File: src/rtl/mips_wb_pkg.sv
// Shared constants and types for the MINI-MIPS writeback stage.
package mips_wb_pkg;
   localparam int               REG_AW      = 5;
   localparam logic [1:0]        REGDST_LINK = 2'b10;
   localparam logic [REG_AW-1:0] REG_ZERO    = 5'd0;

   // Which source owns the register-file write port in a given cycle
   typedef enum logic [1:0] {WB_NONE, WB_ALU, WB_LINK, WB_LOAD} wb_src_e;
endpackage

File: src/rtl/wb_load_tag_fifo.sv
// In-order queue of destination registers for loads still waiting on memory.
// Also answers two hazard queries in parallel against the live entries.
module wb_load_tag_fifo
   import mips_wb_pkg::*;
#(
   parameter int DEPTH = 2,
   localparam int AW   = $clog2(DEPTH)
) (
   input  logic              clk,
   input  logic              rst_n,
   input  logic              push,
   input  logic [REG_AW-1:0] push_tag,
   input  logic              pop,
   output logic [REG_AW-1:0] head_tag,
   output logic [AW:0]       count,
   output logic              full,
   output logic              empty,
   input  logic [REG_AW-1:0] query_rs,
   input  logic [REG_AW-1:0] query_rt,
   output logic              hit_rs,
   output logic              hit_rt
);
   localparam logic [AW:0] FULL_CNT = (AW+1)'(DEPTH);

   logic [DEPTH-1:0][REG_AW-1:0] tags;
   logic [AW-1:0]                wr_ptr, rd_ptr;
   logic [DEPTH-1:0]             live, m_rs, m_rt;

   assign head_tag = tags[rd_ptr];
   assign full     = (count == FULL_CNT);
   assign empty    = (count == '0);

   // Tag storage carries no reset; only entries covered by count are ever read
   always_ff @(posedge clk) begin
      if (push) tags[wr_ptr] <= push_tag;
   end

   // Pointers wrap naturally since DEPTH is a power of two
   always_ff @(posedge clk or negedge rst_n) begin
      if (!rst_n) begin
         wr_ptr <= '0;
         rd_ptr <= '0;
         count  <= '0;
      end else begin
         if (push) wr_ptr <= wr_ptr + AW'(1);
         if (pop)  rd_ptr <= rd_ptr + AW'(1);
         case ({push, pop})
            2'b10:   count <= count + (AW+1)'(1);
            2'b01:   count <= count - (AW+1)'(1);
            default: count <= count;
         endcase
      end
   end

   // An entry is live when its distance from the head is below count
   for (genvar g = 0; g < DEPTH; g++) begin : g_match
      assign live[g] = ({1'b0, AW'(g) - rd_ptr} < count);
      assign m_rs[g] = live[g] && (tags[g] == query_rs);
      assign m_rt[g] = live[g] && (tags[g] == query_rt);
   end

   assign hit_rs = (|m_rs) && (query_rs != REG_ZERO);
   assign hit_rt = (|m_rt) && (query_rt != REG_ZERO);
endmodule

File: src/rtl/wb_port_arbiter.sv
// Arbitrates the single register-file write port between ALU/link results
// and returning load data; load returns always win since memory cannot stall.
module wb_port_arbiter
   import mips_wb_pkg::*;
#(
   parameter int LOAD_DEPTH = 2,
   parameter int DW         = 32
) (
   input  logic              clk,
   input  logic              rst_n,
   input  logic              ex_valid,
   output logic              ex_ready,
   input  logic              ex_memToReg,
   input  logic [1:0]        ex_regDst,
   input  logic [REG_AW-1:0] ex_waddr,
   input  logic [DW-1:0]     ex_alu_result,
   input  logic [DW-1:0]     ex_pc_plus_four,
   input  logic              mem_rvalid,
   input  logic [DW-1:0]     mem_rdata,
   output logic              rf_we,
   output logic [REG_AW-1:0] rf_waddr,
   output logic [DW-1:0]     rf_wdata,
   input  logic [REG_AW-1:0] query_rs,
   input  logic [REG_AW-1:0] query_rt,
   output logic              pend_hit_rs,
   output logic              pend_hit_rt,
   output logic              load_pending,
   output logic              err_underflow
);
   localparam int AW = $clog2(LOAD_DEPTH);

   logic              q_full, q_empty, q_push, q_pop;
   logic [REG_AW-1:0] q_head;
   logic [AW:0]       q_count;
   wb_src_e           src;

   // A load only needs a free slot; a non-load needs the port itself
   assign ex_ready = ex_memToReg ? !q_full : !mem_rvalid;

   assign q_pop        = mem_rvalid && !q_empty;
   assign q_push       = ex_valid && ex_ready && ex_memToReg;
   assign load_pending = !q_empty;

   // Pick the port owner; returns with an empty queue are dropped
   always_comb begin
      src = WB_NONE;
      if (q_pop)
         src = WB_LOAD;
      else if (ex_valid && ex_ready && !ex_memToReg)
         src = (ex_regDst == REGDST_LINK) ? WB_LINK : WB_ALU;
   end

   wb_load_tag_fifo #(.DEPTH(LOAD_DEPTH)) u_tags (
      .clk      (clk),
      .rst_n    (rst_n),
      .push     (q_push),
      .push_tag (ex_waddr),
      .pop      (q_pop),
      .head_tag (q_head),
      .count    (q_count),
      .full     (q_full),
      .empty    (q_empty),
      .query_rs (query_rs),
      .query_rt (query_rt),
      .hit_rs   (pend_hit_rs),
      .hit_rt   (pend_hit_rt)
   );

   // Registered write stage; address/data hold on idle cycles, $0 never writes
   always_ff @(posedge clk or negedge rst_n) begin
      if (!rst_n) begin
         rf_we         <= 1'b0;
         rf_waddr      <= '0;
         rf_wdata      <= '0;
         err_underflow <= 1'b0;
      end else begin
         if (mem_rvalid && q_empty) err_underflow <= 1'b1;
         case (src)
            WB_LOAD: begin
               rf_we    <= (q_head != REG_ZERO);
               rf_waddr <= q_head;
               rf_wdata <= mem_rdata;
            end
            WB_LINK: begin
               rf_we    <= (ex_waddr != REG_ZERO);
               rf_waddr <= ex_waddr;
               rf_wdata <= ex_pc_plus_four;
            end
            WB_ALU: begin
               rf_we    <= (ex_waddr != REG_ZERO);
               rf_waddr <= ex_waddr;
               rf_wdata <= ex_alu_result;
            end
            default: rf_we <= 1'b0;
         endcase
      end
   end
endmodule

File: config.mk
export PLATFORM = sky130hd
export DESIGN_NAME = wb_port_arbiter
export DESIGN_NICKNAME = d
export VERILOG_FILES = /design/src/rtl/mips_wb_pkg.sv /design/src/rtl/wb_load_tag_fifo.sv /design/src/rtl/wb_port_arbiter.sv
export SDC_FILE = /design/constraint.sdc
export NUM_CORES = 1
export LEC_CHECK = 0
export CORE_ASPECT_RATIO = 2
export CORE_MARGIN = 8
export CORE_UTILIZATION = 35
export DETAILED_ROUTE_END_ITERATION = 8
export HOLD_SLACK_MARGIN = 0.15
export PLACE_DENSITY_LB_ADDON = 0.2
export RECOVER_POWER = 50
export SLEW_MARGIN = 10
export SYNTH_ARGS = -nofsm -noshare
export SYNTH_HDL_FRONTEND = slang
export SYNTH_SLANG_ARGS = --single-unit
File: constraint.sdc
create_clock -name clk -period 2.3 [get_ports clk]
set_input_delay 0.69 -clock clk [delete_from_list [all_inputs] [get_ports clk]]
set_output_delay 0.69 -clock clk [all_outputs]
set_load 0.005 [all_outputs]
---- Word-level counts from Yosys, hierarchy flattened ----
Index checks and enable logic that the tools add are counted.
storage, ports and cells
  register bits after elaboration ......... 53
  bits of input ports ..................... 118
  output and inout port bits .............. 43
  word-level logic and storage cells ...... 71
operators by class
  $add $sub $neg .......................... 6
  $lt $le $gt $ge ......................... 5
  equality and inequality tests ........... 11
  muxes and demuxes ....................... 13
  reduce and logical (&&, ||, !) cells .... 27
operators by type and width
  operator                                            count
  one-hot mux 32 bit (3 select lines)                 1
  == test 5 bit                                       4
  nonzero test 5 bit                                  4
  2-to-1 mux 5 bit                                    3
  logical AND 1 bit                                   12
  bitwise mux 10 bit                                  1
  == test 2 bit, second input constant                5
  one-hot mux 5 bit (2 select lines)                  1
  2-to-1 mux 2 bit                                    3
  OR reduction 2 bit                                  3
  demux 5 bit (select 1 bit)                          1
  == test 2 x 1 -> 1 bit, second input constant       2
  zero test 1 bit                                     4
  < comparator 1 x 2 -> 1 bit                         2
  < comparator 1 x 2 -> 1 bit, second input constant  2
  one-hot mux 2 bit (2 select lines)                  1
  nonzero test 2 bit                                  2
  nonzero test 3 bit                                  1
  adder 1 bit, second input constant                  2
  adder 2 x 1 -> 2 bit, second input constant         1
  zero test 2 bit                                     1
  one-hot mux 1 bit (2 select lines)                  1
  subtractor 1 bit, first input constant              2
  subtractor 2 x 1 -> 2 bit, second input constant    1
  2 further kinds                                     2

---- Depth between registers and ports, before layout ----
Gate-level depths: netlist (run 1).
  word-level depth ........................ 10
  gate-level depth with buffers ........... 12
  gate-level depth less buffers ........... 11

---- Cells and area by module ----
From an unflattened synthesis (run 1), not the netlist that was laid out.
unflattened totals
  cells, all modules ...................... 297
  area total of the unflattened synthesis .. 3016.6 um^2
by module, submodules not included
  module            times used  cells each  area an instance (um^2)  sequential area each (um^2)
  wb_port_arbiter   1           229         2194.6                   975.9
  wb_load_tag_fifo  1           68          822.0                    400.4

---- Worst setup path after synthesis (run 1) ----
No wires, ideal clock.
  path type ............................... input to register
  start point ............................. in mem_rvalid
  end point ............................... reg rf_wdata[10]
  setup time .............................. 0.132 ns
  arrival ................................. 2.006 ns
  data required time ...................... 2.168 ns
  slack ................................... 0.162 ns
  cell stages on the path ................. 10
  buffers on the path ..................... 1
  path through ............................ nor2_1 nand2_1 o21ai_0 inv_1 ha_1 clkbuf_1 a22oi_1 nor2_1 a21oi_1 o21ai_1
on the way
  longest elaborated chain between the ends .. 8
  elaborated cells between the ends (all ways) .. 12
  those cells by class .................... eq/ne: 3; mux: 4; reduce/logical: 5
ends and longest elaborated chain
  what                                                                       line                   RTL
  from (decl)                                                                wb_port_arbiter.sv:18  input logic mem_rvalid,
  zero test 1 bit                                                            wb_port_arbiter.sv:38  assign ex_ready = ex_memToReg ? !q_full : !mem_rvalid;
  2-to-1 mux 1 bit                                                           wb_port_arbiter.sv:38
  logical AND 1 bit (2 in series)                                            wb_port_arbiter.sv:49  else if (ex_valid && ex_ready && !ex_memToReg)
  2-to-1 mux 2 bit                                                           wb_port_arbiter.sv:49
  2-to-1 mux 2 bit *                                                         wb_port_arbiter.sv:47  if (q_pop)
  == test 2 x 1 -> 1 bit or == test 2 bit (tied branches)                    wb_port_arbiter.sv:78  case (src)
  one-hot mux 32 bit (3 select lines) or nonzero test 3 bit (tied branches)  -
  to (signal assigned)                                                       wb_port_arbiter.sv:82  rf_wdata <= mem_rdata;
  to (signal assigned)                                                       wb_port_arbiter.sv:87  rf_wdata <= ex_pc_plus_four;
  to (signal assigned)                                                       wb_port_arbiter.sv:92  rf_wdata <= ex_alu_result;
  to (decl)                                                                  wb_port_arbiter.sv:22  output logic [DW-1:0] rf_wdata,
Every way passes the cells marked *; elsewhere a longest branch is shown, timed or not.
A chain may end at the register's enable or synchronous reset.

---- Worst setup path in the final report (run 1) ----
  start point ............................. in query_rs[3]
  end point ............................... out pend_hit_rs
on the way
  longest elaborated chain between the ends .. 4
  elaborated cells between the ends (all ways) .. 7
  those cells by class .................... eq/ne: 2; reduce/logical: 5
ends and longest elaborated chain
  what                 line                    RTL
  from (decl)          wb_port_arbiter.sv:23   input logic [REG_AW-1:0] query_rs,
  == test 5 bit        wb_load_tag_fifo.sv:58  assign m_rs[g] = live[g] && (tags[g] == query_rs);
  logical AND 1 bit    wb_load_tag_fifo.sv:58
  OR reduction 2 bit   wb_load_tag_fifo.sv:62  assign hit_rs = (|m_rs) && (query_rs != REG_ZERO);
  logical AND 1 bit *  wb_load_tag_fifo.sv:62
  to (decl)            wb_port_arbiter.sv:25   output logic pend_hit_rs,
Marks and branches as above.

==> results of run 1 <==
-- where the power goes --
group | total, mW | internal (mW) | switching [mW]
registers | 1.55 | 1.33 | 0.219
logic | 2.99 | 1.61 | 1.38
clock network | 0.826 | 0.510 | 0.316
-- sequential cells by signal (all words and copies together), names as in the netlist --
name / flops
rf_wdata: 32
u_tags.tags: 10
rf_waddr: 5
u_tags.count: 2
err_underflow: 1
rf_we: 1
u_tags.rd_ptr: 1
u_tags.wr_ptr: 1
-- Yosys cell counts (all sizes together) --
cell | n | share of area, %
mux2i | 5 | 1.7
nor2b | 1 | 0.47
mux2 | 1 | 0.38
dfrtp | 43 | 37
buf | 7 | 1.0
a22oi | 32 | 8.2
a21oi | 37 | 6.3
nand2b | 2 | 0.43
and2 | 1 | 0.21
a211oi | 5 | 1.3
o21bai | 1 | 0.26
a21o | 6 | 1.5
xnor2 | 14 | 4.2
xor2 | 11 | 3.3
or3 | 2 | 0.43
edfxtp | 10 | 10
nand2 | 35 | 4.5
nand3 | 4 | 0.68
ha | 5 | 2.1
o2111ai | 2 | 0.60
inv | 6 | 0.77
clkbuf | 16 | 2.0
o21ai | 34 | 5.8
or4 | 3 | 0.77
nor2 | 44 | 5.6
nor4 | 2 | 0.43
-- final cells by class --
cell class	count	area (um2)
Clock buffer	6	128.9
Clock inverter	2	33.78
Fill cell	710	2990
Inverter	6	22.52
Multi-Input combinational cell	247	1570
Sequential cell	53	1378
Tap cell	98	122.6
Timing Repair Buffer	205	1987
-- routing by layer --
layer,wire [um],track usage (%)
met4,393,8.018
met3,665,5.322
met2,6216,34.07
met5,0,0
met1,3617,17.47
-- what timing repair did --
item | CTS | global route
pin swaps | 16 | 8
cloned | 0 | 1
buffers inserted | 3 | 2
setup endpoints to repair | 41 | 39
resized for setup | 67 | 27
-- worst paths after layout --
kind,end
worst max register to register,rf_waddr[1]$_DFFE_PN0P_
worst max-delay path,pend_hit_rs
min in group asynchronous,err_underflow$_DFFE_PN0P_
worst min register to register,err_underflow$_DFFE_PN0P_
max in group asynchronous,u_tags.count[1]$_DFFE_PN0P_
worst min-delay path,err_underflow$_DFFE_PN0P_
-- critical path, stage by stage --
cell and delay, ps:
buf_2 130, buf_6 120, or4_1 520, nor2_1 110
a21oi_1 40, buf_2 120
-- cell families (layout without fill, tap and decap cells) --
family / Yosys count / count (layout) / synth area share (%)
AOI/OAI and AO/OA: 117 / 117 / 23.99
and+or+nand+nor: 94 / 94 / 13.53
DFF: 53 / 53 / 46.95
buffers and inverters: 29 / 219 / 3.841
xor gates and xnor gates: 25 / 25 / 7.469
muxes: 6 / 6 / 2.091
adders and majority gates: 5 / 5 / 2.134
==> summary.md, run 1 <==
| Metric | Value |
|---|---|
| Status | complete, but fails checks |
| Violated checks | negative setup slack |
| Reg2Reg Setup Slack | 130 ps |
| First-pass GRT wire length | 16950 um |
| Seq/Total Area, Yosys | 46.95% |
| TritonCTS Buffers | 5 |
| Initial Utilization | 35.61% |
| Hold path start | err_underflow$_DFFE_PN0P_ |
| Hold WC Path Type | flop to flop |
| Fin. Hold Viols | 0 |
| Required @ worst endpoint | 1610 ps |
| Final min period | 2424 ps |
| Fin area | 5243 um2 |
| Final Worst Setup Slack | -124.2 ps |
| Die area | 11740 um2 |
| Clk_skew | 6.470 ps |
| Fin. max-slew vios | 0 |
| Clock latency on the worst-skew pair | 290 ps |
| Post-Route Utilization | 63.68% |
| Core ar. | 8233 um2 |
| Synth Warn # | 0 |
| CP Class | input pin to output port |
| Area delta synth->final | 78.83% |
| Post-Route Setup TNS | -369.7 ps |
| Port buffer count | 160 |
| Unique cell type count in the Yosys netlist | 28 |
| Hold path cells | 1 |
| Yosys reg bits | 53 |
| Overflow after GRT | 0 |
| CP endpoint kind | output port |
| Drt pass-1 iters | 4 |
| Vias per cell | 5.066 |
| Non-Filler Instances | 617 |
| Syn Nets | 452 |
| CTS tree | yes |
| Cell count after synthesis | 329 |
| Relative slew slack | 16.07% |
| Number of global-route vias before repair | 3424 |
| Maximum vdd ir drop | 493.4 uV |
| Antenna violations before repair | 0 |
| Via count | 3126 |
| Startpoint Class | input pin |
| CTS clk-pin slew, worst paths | 70 ps |
| Cell Rows | 47 |
| Layout cells sized above 1 | 16.96% |
| Routed length per placed instance | 17.65 um |
| RSZ-0062 raised after global routing | yes |
| Final #Nets | 641 |
| Root Buffer | clkbuf_16 |
| Period utilization | 105.4% |
| Iteration-0 DRC Markers | 147 |
| Count of final setup violators | 11 |
| Crit path DAT | 1730 ps |
| Number of max-cap violations | 0 |
| Leak Pwr | 2.128 nW |
| Placed Cells | 603 |
| DRC Markers | 0 |
| Pre-CTS setup slack | -928.4 ps |
| CP Launch Point | query_rs[3] |
| Total track usage | 18.38% |
| Cell area after synthesis | 2932 um2 |
| HPWL Detailed | 8698 um |
| Largest net degree at the start of global routing | 35 |
| Routed WL | 10890 um |
| Most frequent cells in the layout | 135 x clkdlybuf4s50_1, 42 x nor2_1, 42 x dfrtp_1 |
| Pwr Total | 5.371 mW |
| Antenna cells | 0 |
| WHS | 459.6 ps |
| Avg Cell Area, Syn | 8.911 um2 |
| Die Ht | 145.4 um |
| I/O pin count | 161 |
| Post-CTS Hold Buffers | 0 |
| Clock Path Buffers | 2 |
| Fmax | 0.4125 GHz |
| Antenna Violating Nets Remaining | 0 |
| Final GP Congestion | 0.9272 |
| Reg2Reg Launch Point | u_tags.count[1]$_DFFE_PN0P_ |
| Critical path peak fanout | 2 |
| Die Wd | 80.72 um |
| Reg2reg path depth | 12 |
| # clock sinks | 53 |
| Worst-margin pin slew | 1259 ps |
| Placed instance area | 4933 um2 |
| H-tree levels | 2 |
| Pwr dens | 1024 nW/um2 |
| Most common cell after layout, fill and taps aside | clkdlybuf4s50_1 |
(Power assumes the default switching activity.)
==> run 2, diff against run 1 <==
Settings changed: PLACE_DENSITY from default to 0.79, PLACE_DENSITY_LB_ADDON 0.2 to default.
==> run 2 against run 1 <==
Effect of this change:
- the run still ends with negative setup slack left
- clock power is 2.7% higher
- setup slack about the same
- total power grew 2.5%
- critical path type unchanged
- largest cell class unchanged
==> summary.md, run 2 (synthesis results as in run 1) <==
| Metric | Value |
|---|---|
| Status | complete, but fails checks (unchanged) |
| Violated checks | negative setup slack (unchanged) |
| Layout cells sized above 1 | 15.67% (was 16.96%) |
| Reg2Reg Launch Point | u_tags.count[0]$_DFFE_PN0P_ (was u_tags.count[1]$_DFFE_PN0P_) |
| Core ar. | 8233 um2 (unchanged) |
| Antenna cells | 0 (unchanged) |
| Most common cell after layout, fill and taps aside | clkdlybuf4s50_1 (unchanged) |
| Hold path cells | 1 (unchanged) |
| Maximum vdd ir drop | 479.3 uV (was 493.4 uV) |
| Total track usage | 19.00% (was 18.38%) |
| Final GP Congestion | 0.9463 (was 0.9272) |
| Area delta synth->final | 78.11% (was 78.83%) |
| Period utilization | 105.4% (about the same) |
| Startpoint Class | input pin (unchanged) |
| Multi-input gate area | 1539 um2 (was 1570 um2) |
| Max reg flops | 32 (unchanged) |
| FILL cells | 663 (was 710) |
| Worst-margin pin slew | 1084 ps (was 1259 ps) |
| Via count | 3191 (was 3126) |
| Number of max-cap violations | 0 (unchanged) |
| Largest registers | rf_wdata x32, u_tags.tags x10, rf_waddr x5 (unchanged) |
| Root Buffer | clkbuf_16 (unchanged) |
| Die Ht | 145.4 um (unchanged) |
| Crit path DAT | 1730 ps (about the same) |
| Die area | 11740 um2 (unchanged) |
| Count of final setup violators | 7 (was 11) |
| Port buffer count | 160 (unchanged) |
| Clock latency on the worst-skew pair | 290 ps (about the same) |
| Worst hold endpoint | err_underflow$_DFFE_PN0P_ (unchanged) |
| Pre-CTS setup slack | -899.6 ps (was -928.4 ps) |
| Antenna violations before repair | 0 (unchanged) |
| Die Wd | 80.72 um (unchanged) |
| FF-to-FF End | rf_wdata[28]$_DFFE_PN0P_ (was rf_waddr[1]$_DFFE_PN0P_) |
| Required @ worst endpoint | 1610 ps (about the same) |
| Drt pass-1 iters | 5 (was 4) |
| Hold WC Path Type | flop to flop (unchanged) |
| Post-CTS Hold Buffers | 0 (unchanged) |
| # clock sinks | 53 (unchanged) |
| Clk_skew | 2.359 ps (was 6.470 ps) |
| Routed WL | 11270 um (was 10890 um) |
| Reg2reg path depth | 11 (was 12) |
| Reg2Reg Setup Slack | 120 ps (was 130 ps) |
| CTS tree | yes (unchanged) |
| Iteration-0 DRC Markers | 131 (was 147) |
| I/O pin count | 161 (unchanged) |
| Fmax | 0.4125 GHz (about the same) |
| Overflow after GRT | 0 (unchanged) |
| WHS | 463.1 ps (was 459.6 ps) |
| Reg area | 1378 um2 (unchanged) |
| RSZ-0062 raised after global routing | yes (unchanged) |
| Vias per cell | 5.189 (was 5.066) |
| TritonCTS Buffers | 5 (unchanged) |
| Final #Nets | 639 (was 641) |
| Biggest register | rf_wdata (unchanged) |
| Cell Rows | 47 (unchanged) |
| Clock Path Buffers | 2 (unchanged) |
| Critical path peak fanout | 3 (was 2) |
| Largest net degree at the start of global routing | 28 (was 35) |
| Number of global-route vias before repair | 3554 (was 3424) |
| Hold path start | err_underflow$_DFFE_PN0P_ (unchanged) |
| Pwr dens | 1054 nW/um2 (was 1024 nW/um2) |
| Relative slew slack | 27.77% (was 16.07%) |
| Initial Utilization | 35.61% (unchanged) |
| CP endpoint kind | output port (unchanged) |
| CTS clk-pin slew, worst paths | 70 ps (about the same) |
| HPWL Detailed | 8747 um (was 8698 um) |
| Final Worst Setup Slack | -124.0 ps (was -124.2 ps) |
| Antenna Violating Nets Remaining | 0 (unchanged) |
| Non-Filler Instances | 615 (was 617) |
| Fin. Hold Viols | 0 (unchanged) |
| CP Class | input pin to output port (unchanged) |
| Fin. max-slew vios | 0 (unchanged) |
| Placed Cells | 602 (was 603) |
| First-pass GRT wire length | 17540 um (was 16950 um) |
| DRC Markers | 0 (unchanged) |
| Final min period | 2424 ps (about the same) |
| H-tree levels | 2 (unchanged) |
| Leak Pwr | 2.132 nW (was 2.128 nW) |
| Most frequent cells in the layout | 134 x clkdlybuf4s50_1, 44 x nor2_1, 42 x dfrtp_1 (was 135 x clkdlybuf4s50_1, 42 x nor2_1, 42 x dfrtp_1) |
| Routed length per placed instance | 18.33 um (was 17.65 um) |
[run 2: metrics by stage]
step | area (um2) | power (mW) | utilization, % | TNS [ps]
after floorplan | 2932 | 2.850 | - | 0
after global placement | 4938 | 4.391 | 59.98 | -17030
after detailed placement | 4938 | 4.476 | 59.98 | -17490
after CTS | 5170 | 5.487 | 62.80 | -220.1
after global routing | 5221 | 5.873 | 63.42 | -2834
final | 5221 | 5.503 | 63.42 | -327.7
[run 2: worst max path at each step]
| stage | end | start | cells past startpoint | slack (ps) |
|---|---|---|---|---|
| after floorplan | rf_wdata[10]$_DFFE_PN0P_ | mem_rvalid | 10 | 160 |
| after global placement | pend_hit_rs | query_rs[3] | 6 | -870 |
| after detailed placement | pend_hit_rt | query_rt[3] | 6 | -900 |
| after CTS | pend_hit_rs | query_rs[1] | 7 | -120 |
| after global routing | pend_hit_rs | u_tags.tags[1]$_DFFE_PP_ | 5 | -220 |
| final | pend_hit_rs | query_rs[3] | 6 | -120 |
[run 2: layout make-up]
class | instances | share of cell area (%)
inverters | 6 | 0.4313
repair buffers | 203 | 38.08
clock inverters | 3 | 0.8867
flip-flops and latches | 53 | 26.38
multi-input cells | 247 | 29.48
well taps | 98 | 2.348
clock buffers | 5 | 2.396
[run 2: metal layers]
metal	routed length, um	track usage (%)	share of wire (%)	vias up
met5	0	0	0	-
met4	494	10.99	4.4	0
met3	590	3.465	5.2	33
met2	6213	34.36	55	142
met1	3974	19.00	35	1478
li1	-	-	-	1538
[run 2: worst max-delay path, stage by stage]
cell       delay, ps
buf_2            120
xnor2_1          170
o2111ai_1        120
or3_1            390
a21oi_2          130
buf_2            120
[run 2: repair_timing]
action | 4_1_cts | 5_1_grt
resized for setup | 65 | 17
cloned | 1 | 0
setup endpoints to repair | 41 | 29
setup buffers | 2 | 2
pin swaps | 14 | 8
[run 2: power breakdown]
group          total (mW)  internal, mW  switching, mW  leakage [nW]
combinational        3.10          1.69           1.42          1.43
sequential           1.55          1.33          0.219         0.622
clock               0.848         0.515          0.333        0.0800
